--- config.mk ---
export PLATFORM = sky130hd
export DESIGN_NAME = serial_subtractor_flat
export DESIGN_NICKNAME = d
export VERILOG_FILES = /design/src/rtl/serial_subtractor_if.sv /design/src/rtl/serial_subtractor.sv /design/src/flat_wrapper.sv
export SDC_FILE = /design/constraint.sdc
export NUM_CORES = 1
export LEC_CHECK = 0
export ABC_CLOCK_PERIOD_IN_PS = 1500
export CAP_MARGIN = 25
export CORE_MARGIN = 4
export CORE_UTILIZATION = 25
export CTS_CLUSTER_SIZE = 16
export DETAILED_ROUTE_END_ITERATION = 10
export GPL_ROUTABILITY_DRIVEN = 0
export PLACE_DENSITY = 0.53
export SLEW_MARGIN = 20
export SYNTH_ARGS = -nofsm -noshare
export SYNTH_HDL_FRONTEND = slang
export SYNTH_SLANG_ARGS = --single-unit
--- constraint.sdc ---
create_clock -name clk -period 1.5 [get_ports clk]
set_input_delay 0.45 -clock clk [delete_from_list [all_inputs] [get_ports clk]]
set_output_delay 0.45 -clock clk [all_outputs]
set_load 0.01 [all_outputs]
--- src/rtl/serial_subtractor_if.sv ---
// serial_subtractor_if: start/busy/done handshake and operand/result bus of the serial subtractor
interface serial_subtractor_if #(parameter int N = 11);
  logic         start;
  logic [N-1:0] a;
  logic [N-1:0] b;
  logic         bin;
  logic [N-1:0] diff;
  logic         bout;
  logic         ovf;
  logic         busy;
  logic         done;
  modport master (output start, a, b, bin, input diff, bout, ovf, busy, done);
  modport slave  (input start, a, b, bin, output diff, bout, ovf, busy, done);
endinterface

--- src/rtl/serial_subtractor.sv ---
// serial_subtractor: bit-serial a - b - bin, one full-subtractor bit per clock, LSB first
module serial_subtractor #(
  parameter int N = 11
) (
  input logic             clk,
  input logic             rst_n,
  serial_subtractor_if.slave io
);
  localparam int CW = $clog2(N);
  typedef enum logic {IDLE, RUN} state_t;
  state_t       state, state_nx;
  logic [N-1:0] a_sh, b_sh, res, res_nx, diff_q;
  logic [CW-1:0] cnt;
  logic         brw, a_msb, b_msb, bout_q, ovf_q, done_q;
  logic         x, y, d, nb, last;
  // full-subtractor cell, completion detect and next-state logic
  always_comb begin
    x        = a_sh[0];
    y        = b_sh[0];
    d        = x ^ y ^ brw;
    nb       = (~x & y) | (~(x ^ y) & brw);
    res_nx   = {d, res[N-1:1]};
    last     = (state == RUN) && (cnt == CW'(N - 1));
    state_nx = (state == IDLE) ? (io.start ? RUN : IDLE) : (last ? IDLE : RUN);
  end
  // state register; reset abandons any operation in flight
  always_ff @(posedge clk or negedge rst_n) begin
    if (!rst_n) state <= IDLE;
    else        state <= state_nx;
  end
  // operand shift registers, borrow flop, bit counter and registered results
  always_ff @(posedge clk or negedge rst_n) begin
    if (!rst_n) begin
      a_sh   <= '0;
      b_sh   <= '0;
      res    <= '0;
      brw    <= 1'b0;
      cnt    <= '0;
      a_msb  <= 1'b0;
      b_msb  <= 1'b0;
      diff_q <= '0;
      bout_q <= 1'b0;
      ovf_q  <= 1'b0;
      done_q <= 1'b0;
    end else begin
      done_q <= last;
      if (state == IDLE && io.start) begin
        a_sh  <= io.a;
        b_sh  <= io.b;
        brw   <= io.bin;
        cnt   <= '0;
        res   <= '0;
        a_msb <= io.a[N-1];
        b_msb <= io.b[N-1];
      end else if (state == RUN) begin
        a_sh <= a_sh >> 1;
        b_sh <= b_sh >> 1;
        brw  <= nb;
        cnt  <= cnt + 1'b1;
        res  <= res_nx;
      end
      if (last) begin
        diff_q <= res_nx;
        bout_q <= nb;
        ovf_q  <= (a_msb != b_msb) && (res_nx[N-1] != a_msb);
      end
    end
  end
  assign io.diff = diff_q;
  assign io.bout = bout_q;
  assign io.ovf  = ovf_q;
  assign io.done = done_q;
  assign io.busy = (state == RUN);
endmodule

--- src/flat_wrapper.sv ---
// flat-port wrapper written by rule: the top's interface ports become plain ports
module serial_subtractor_flat 
#(
  parameter int N = 11
)
  (clk, rst_n, io_start, io_a, io_b, io_bin, io_diff, io_bout, io_ovf, io_busy, io_done);
  serial_subtractor_if #(.N(N)) io_i ();
  input logic clk;
  input logic rst_n;
  input wire logic [$bits(io_i.start)-1:0] io_start;
  input wire logic [$bits(io_i.a)-1:0] io_a;
  input wire logic [$bits(io_i.b)-1:0] io_b;
  input wire logic [$bits(io_i.bin)-1:0] io_bin;
  output wire logic [$bits(io_i.diff)-1:0] io_diff;
  output wire logic [$bits(io_i.bout)-1:0] io_bout;
  output wire logic [$bits(io_i.ovf)-1:0] io_ovf;
  output wire logic [$bits(io_i.busy)-1:0] io_busy;
  output wire logic [$bits(io_i.done)-1:0] io_done;
  assign io_i.start = io_start;
  assign io_i.a = io_a;
  assign io_i.b = io_b;
  assign io_i.bin = io_bin;
  assign io_diff = io_i.diff;
  assign io_bout = io_i.bout;
  assign io_ovf = io_i.ovf;
  assign io_busy = io_i.busy;
  assign io_done = io_i.done;
  serial_subtractor #(.N(N)) u_core (.clk(clk), .rst_n(rst_n), .io(io_i));
endmodule
==> results.yml, run 1 <==
run_status:
  outcome: "completed"
cts:
  clk_pin_slew_ps: 100
  clock_sinks: 54
  cts_buffer_depth: 2
  cts_buffers: 5
  ctsHtreeMaxLevel: 2
  cts_tree: "done"
  root_buffer: "clkbuf_8"
  clk_latency_ps: 310
  cts_hold_buffers: 0
logic_synthesis:
  synth_seq_area_share_pct: 57.4
  yosys_warnings: 0
  synth-adder-area-share_pct: 1.91
  netlist_instances: 207
  yosys.area_share.simple_pct: 11.1
  muxShareOfSynthArea_pct: 16.4
  syn_nets: 236
  synth_area_per_cell_um2: 11.4
  synth_top_family_by_area: "multiplexers"
  synth_cell_types: 23
  synth.cell_area_mm2: 0.00235
  synth_compound_area_share_pct: 9.14
  synth_xor_area_share_pct: 0
  ys_ff_latch: 54
timing:
  fin_crit_sh_pct: 96.1
  whs_ps: 24.5
  slew_headroom_pct: 73.3
  tightest_slew_ps: 399
  maxSlewViolCount: 0
  hold_viol: 0
  fin_skew_ps: 7.23
  rsz0062_at_grt: "false"
  fin_crit_ps: 1440
  setup_tns_ps: 0
  setup_violations: 0
  fmax_mhz: 694
layout:
  drive_gt1_share_pct: 15.0
  antenna_cells: 0
  area_delta_synth_final_pct: 28.0
  final_util_pct: 32.8
  num-fill-cells: 957
  final_nets: 281
placement:
  io_buffers: 40
  dp_hpwl_mm: 3.38
setup_path:
  startpoint_type: "flop"
  path_cells: "dlygate4sd2_1"
  crit_path_end_kind: "primary output"
  critPathArrivalTime_ps: 990
  path_class: "flop to primary output"
  reg2reg_slack_ps: 60
  crit_family: "flip-flops"
  critPathMaxFanout: 2
  critPathBufInv: 1
  crit_slowest_cell: "dfrtp_1"
  required_ps: 1050
  max_stage_delay_ps: 400
die:
  start_util_pct: 25.6
  coreArea_mm2: 0.00920
  die_y_um: 105
  io_pins: 41
  row_count: 35
  die_x_um: 105
  dieArea_mm2: 0.0110
grt:
  antenna_found_initial: 0
  grt_use_total_pct: 9.03
  grt_pass1_wl_mm: 8.03
  grt_pass1_vias: 1573
  grt_max_degree: 38
  grt_overflow: 0
drt:
  dr.pass1.iters: 3
  viasPerCell: 4.30
  drc: 0
  drt-initial-drc-count: 51
  drt-total-wl_mm: 4.75
  via_count: 1564
  ant_nets: 0
  wl_per_cell_um: 13.0
pwr:
  leakage_nw: 1.47
  ir_worst_vdd_v: 0.000456
  p_per_area_mw_per_mm2: 1720
job:
  max_cap_viol_count: 0
worst_hold_path:
  hold_path_class: "primary input to async pin"
-- power by group --
part           leakage [nW]  internal, mW  switching (mW)
combinational         0.723         0.931           0.876
sequential            0.692          2.05           0.351
clock                0.0514         0.499           0.478
total                  1.47          3.48            1.70
-- cell families (layout without fill, tap and decap cells) --
group / Yosys count / count (layout)
AOI/OAI and AO/OA: 41 / 41
adders and majority gates: 3 / 3
buffers and inverters: 19 / 65
DFF: 54 / 54
muxes: 35 / 35
and+or+nand+nor: 55 / 55
-- layer usage --
metal | wire length (um) | part of all wire (%) | GRT usage, % | vias up
met5 | 0 | 0 | 0 | -
met4 | 66 | 1.4 | 2.81 | 0
met3 | 204 | 4.3 | 2.90 | 6
met2 | 2150 | 45 | 13.6 | 26
met1 | 2330 | 49 | 12.3 | 751
li1 | - | - | - | 781
-- metrics by stage --
stage	area (um^2)	cells	total power, mW	worst slack, ps
after global placement	2910	355	4.29	114
after CTS	3000	363	5.23	13.5
final	3010	364	5.19	58.1
after floorplan	2350	207	3.55	125
after global routing	3010	364	5.62	4.45
after detailed placement	2910	355	4.36	96.1
-- what timing repair did --
action | CTS | global route
hold endpoints to repair | 0 | 0
setup endpoints to repair | 15 | 2
pin swaps | 0 | 1
buffers inserted | 0 | 1
resized for setup | 15 | 5
-- registers in the layout, summed over array words and instances, names as in the netlist --
register and flops:
u_core.a_sh 11, u_core.b_sh 11, u_core.io.diff 11, u_core.res 10, u_core.cnt 4, u_core.a_msb 1
u_core.b_msb 1, u_core.brw 1, u_core.io.bout 1, u_core.io.busy 1, u_core.io.done 1, u_core.io.ovf 1
-- path summary, 6_finish.rpt --
check,cells after the start,start,to
worst max-delay path,1,u_core.io.bout,io_bout
worst min-delay path,1,rst_n,u_core.io.diff[3]
worst max register to register,4,u_core.b_sh[0],u_core.io.diff[10]
worst min register to register,2,u_core.b_sh[3],u_core.b_sh[2]
max in group asynchronous,2,rst_n,u_core.res[9]
min in group clk,2,u_core.b_sh[3],u_core.b_sh[2]
-- cell type report --
class / count / area [um^2] / share of cell area (%)
multi-input cells: 134 / 910 / 30.2
clock buffers: 6 / 72.6 / 2.41
inverters: 6 / 22.5 / 0.747
flip-flops and latches: 54 / 1350 / 44.9
clock inverters: 2 / 37.5 / 1.25
well taps: 111 / 139 / 4.61
repair buffers: 51 / 480 / 15.9
-- synth_stat cells --
master	number	area, um^2
dfrtp_1	54	1350
nand2_1	36	135
o21ai_0	35	175
mux2i_1	22	220
nand2b_1	9	56.3
mux2_2	8	90.1
buf_2	6	30.0
inv_1	6	22.5
mux2_4	5	75.1
nor2_1	5	18.8
a21oi_1	3	15.0
buf_4	3	22.5
clkbuf_1	3	11.3
ha_1	2	25.0
nor2b_1	2	12.5
a22o_1	1	8.76
and3b_1	1	8.76
buf_6	1	11.3
fa_1	1	20.0
nand3_1	1	5.00
nand4b_4	1	23.8
o211a_1	1	10.0
o22ai_1	1	6.26
-- cells in the final DEF, fill, tap and decap left out, types with 4 or more instances in the layout --
| cell type | n |
|---|---|
| dfrtp_1 | 53 |
| nand2_1 | 36 |
| o21ai_0 | 34 |
| clkdlybuf4s50_1 | 23 |
| mux2i_1 | 22 |
| dlygate4sd2_1 | 14 |
| nand2b_1 | 9 |
| buf_4 | 9 |
| mux2_2 | 8 |
| nor2_1 | 5 |
| mux2_4 | 5 |
| clkbuf_8 | 5 |
| inv_1 | 4 |
(Power assumes the default switching activity.)
==> run 2, diff against run 1 <==
--- a/config.mk
+++ b/config.mk
@@ -7,7 +7,6 @@
 export LEC_CHECK = 0
 export ABC_CLOCK_PERIOD_IN_PS = 1500
 export CAP_MARGIN = 25
-export CORE_MARGIN = 4
 export CORE_UTILIZATION = 25
 export CTS_CLUSTER_SIZE = 16
 export DETAILED_ROUTE_END_ITERATION = 10
==> run 2 against run 1 <==
  * Cell count rose by 0.27%
  * Count of clock-buffer cells in the layout did not move
  * Maximum frequency rose by 0.23%
  * Flip-flop and latch count did not move
  * Clock skew rose by 1.3 ps
  * Register-to-register slack improved by 20 ps
  * Global-route usage rose by 1.2 points
  * Sequential power barely moved
  * Critical endpoint is now io_diff[10]
  * Total power fell by 1.9%
  * Critical path depth did not move
  * Via count rose by 1.6%
==> results.yml, run 2 (synthesis results as in run 1) <==
timing:
  hold_viol: 0
  fin_crit_ps: 1440
  fin_crit_sh_pct: 95.9
  tightest_slew_ps: 312
  maxSlewViolCount: 0
  fin_ws_ps: 61.4
  fmax_mhz: 695
  setup_violations: 0
  fin_skew_ps: 8.49
  slew_headroom_pct: 79.2
  setup_tns_ps: 0
  rsz0062_at_grt: "false"
layout:
  antenna_cells: 0
  area_delta_synth_final_pct: 29.3
  final_cell_mix: "dfrtp_1 (53), nand2_1 (36), o21ai_0 (34)"
  final_nets: 282
  drive_gt1_share_pct: 15.0
  layout_commonest_cell: "dfrtp_1"
pwr:
  p_sw_share_pct: 33.9
  ir_worst_vdd_v: 0.000526
  p_sw_mw: 1.72
  leakage_nw: 1.48
  seqPwrFrac_pct: 47.3
  power.internal_mw: 3.36
  power_frac_comb_pct: 35.2
  p_per_area_mw_per_mm2: 1670
  power_mw: 5.09
  p_clk_share_pct: 17.4
grt:
  grt_overflow: 0
  grt_pass1_vias: 1598
  grt_max_degree: 43
  grt_use_total_pct: 10.2
  antenna_found_initial: 0
  grt_pass1_wl_mm: 7.94
job:
  max_cap_viol_count: 0
placement:
  pre_cts_slack_ps: 77.3
  dp_hpwl_mm: 3.26
  io_buffers: 40
cts:
  cts_hold_buffers: 0
  clk_pin_slew_ps: 100
  ctsHtreeMaxLevel: 2
  cts_tree: "done"
  cts_buffer_depth: 2
  cts_buffers: 5
  clk_latency_ps: 310
  clock_sinks: 54
  root_buffer: "clkbuf_8"
setup_path:
  crit_slowest_cell: "dfrtp_1"
  crit_path_end_kind: "primary output"
  crit_family: "flip-flops"
  required_ps: 1050
  critPathMaxFanout: 2
  path_class: "flop to primary output"
  critPathArrivalTime_ps: 990
  path_cells: "dlygate4sd2_1"
  startpoint_type: "flop"
  critPathBufInv: 1
  max_stage_delay_ps: 400
die:
  die_y_um: 99.1
  row_count: 35
  start_util_pct: 25.6
  io_pins: 41
  die_x_um: 99.1
  coreArea_mm2: 0.00920
  dieArea_mm2: 0.00981
drt:
  viasPerCell: 4.35
  drt-initial-drc-count: 48
  dr.pass1.iters: 4
  drc: 0
  wl_per_cell_um: 12.7
  via_count: 1589
  drt-total-wl_mm: 4.65
  ant_nets: 0
run_status:
  outcome: "completed"
worst_hold_path:
  hold_path_class: "primary input to async pin"
## run 2: repair_timing
action,in CTS,in global routing
buffers inserted,0,1
endpoints found under the setup margin,15,2
pin swaps,0,2
resized for setup,15,3
## run 2: final timing paths
path,startpoint,endpoint,slack [ps],depth (start not counted)
min in group clk,u_core.b_sh[9],u_core.b_sh[8],490,2
worst max-delay path,u_core.io.diff[10],io_diff[10],60,1
max in group asynchronous,rst_n,u_core.io.busy,1060,2
worst max register to register,u_core.b_sh[0],u_core.io.ovf,80,5
worst min register to register,u_core.b_sh[9],u_core.b_sh[8],490,2
worst min-delay path,rst_n,u_core.io.diff[3],10,1
## run 2: power by group through the flow
stage | Sequential (mW) | Combinational (mW) | Clock (mW)
after floorplan | 2.44 | 1.11 | 0
after global placement | 2.44 | 1.89 | 0
after detailed placement | 2.46 | 1.93 | 0
after CTS | 2.42 | 1.82 | 0.917
after global routing | 2.50 | 2.04 | 0.970
final | 2.41 | 1.79 | 0.888
## run 2: area by class of cell
type	count	area [um^2]
fill	958	6150
sequential	54	1350
multi-input combinational	134	906
timing repair buffer	52	526
tap	111	139
clock buffer	6	82.6
inverter	6	22.5
clock inverter	2	16.3
## run 2: metrics by stage
stage	cells	cell area, um^2	hold slack (ps)	util (%)
finish	365	3040	14.0	33.1
global route	365	3040	16.9	33.1
CTS	364	3040	14.2	33.0
detailed placement	356	2960	357	32.1
global placement	356	2960	356	32.1
floorplan	207	2350	154	-
## run 2: metal layers
metal	GRT usage [%]	part of all wire, %	up-vias
li1	-	-	783
met2	16.7	46	28
met3	2.55	3.8	4
met5	0	0	-
met1	13.7	49	774
met4	2.38	0.77	0
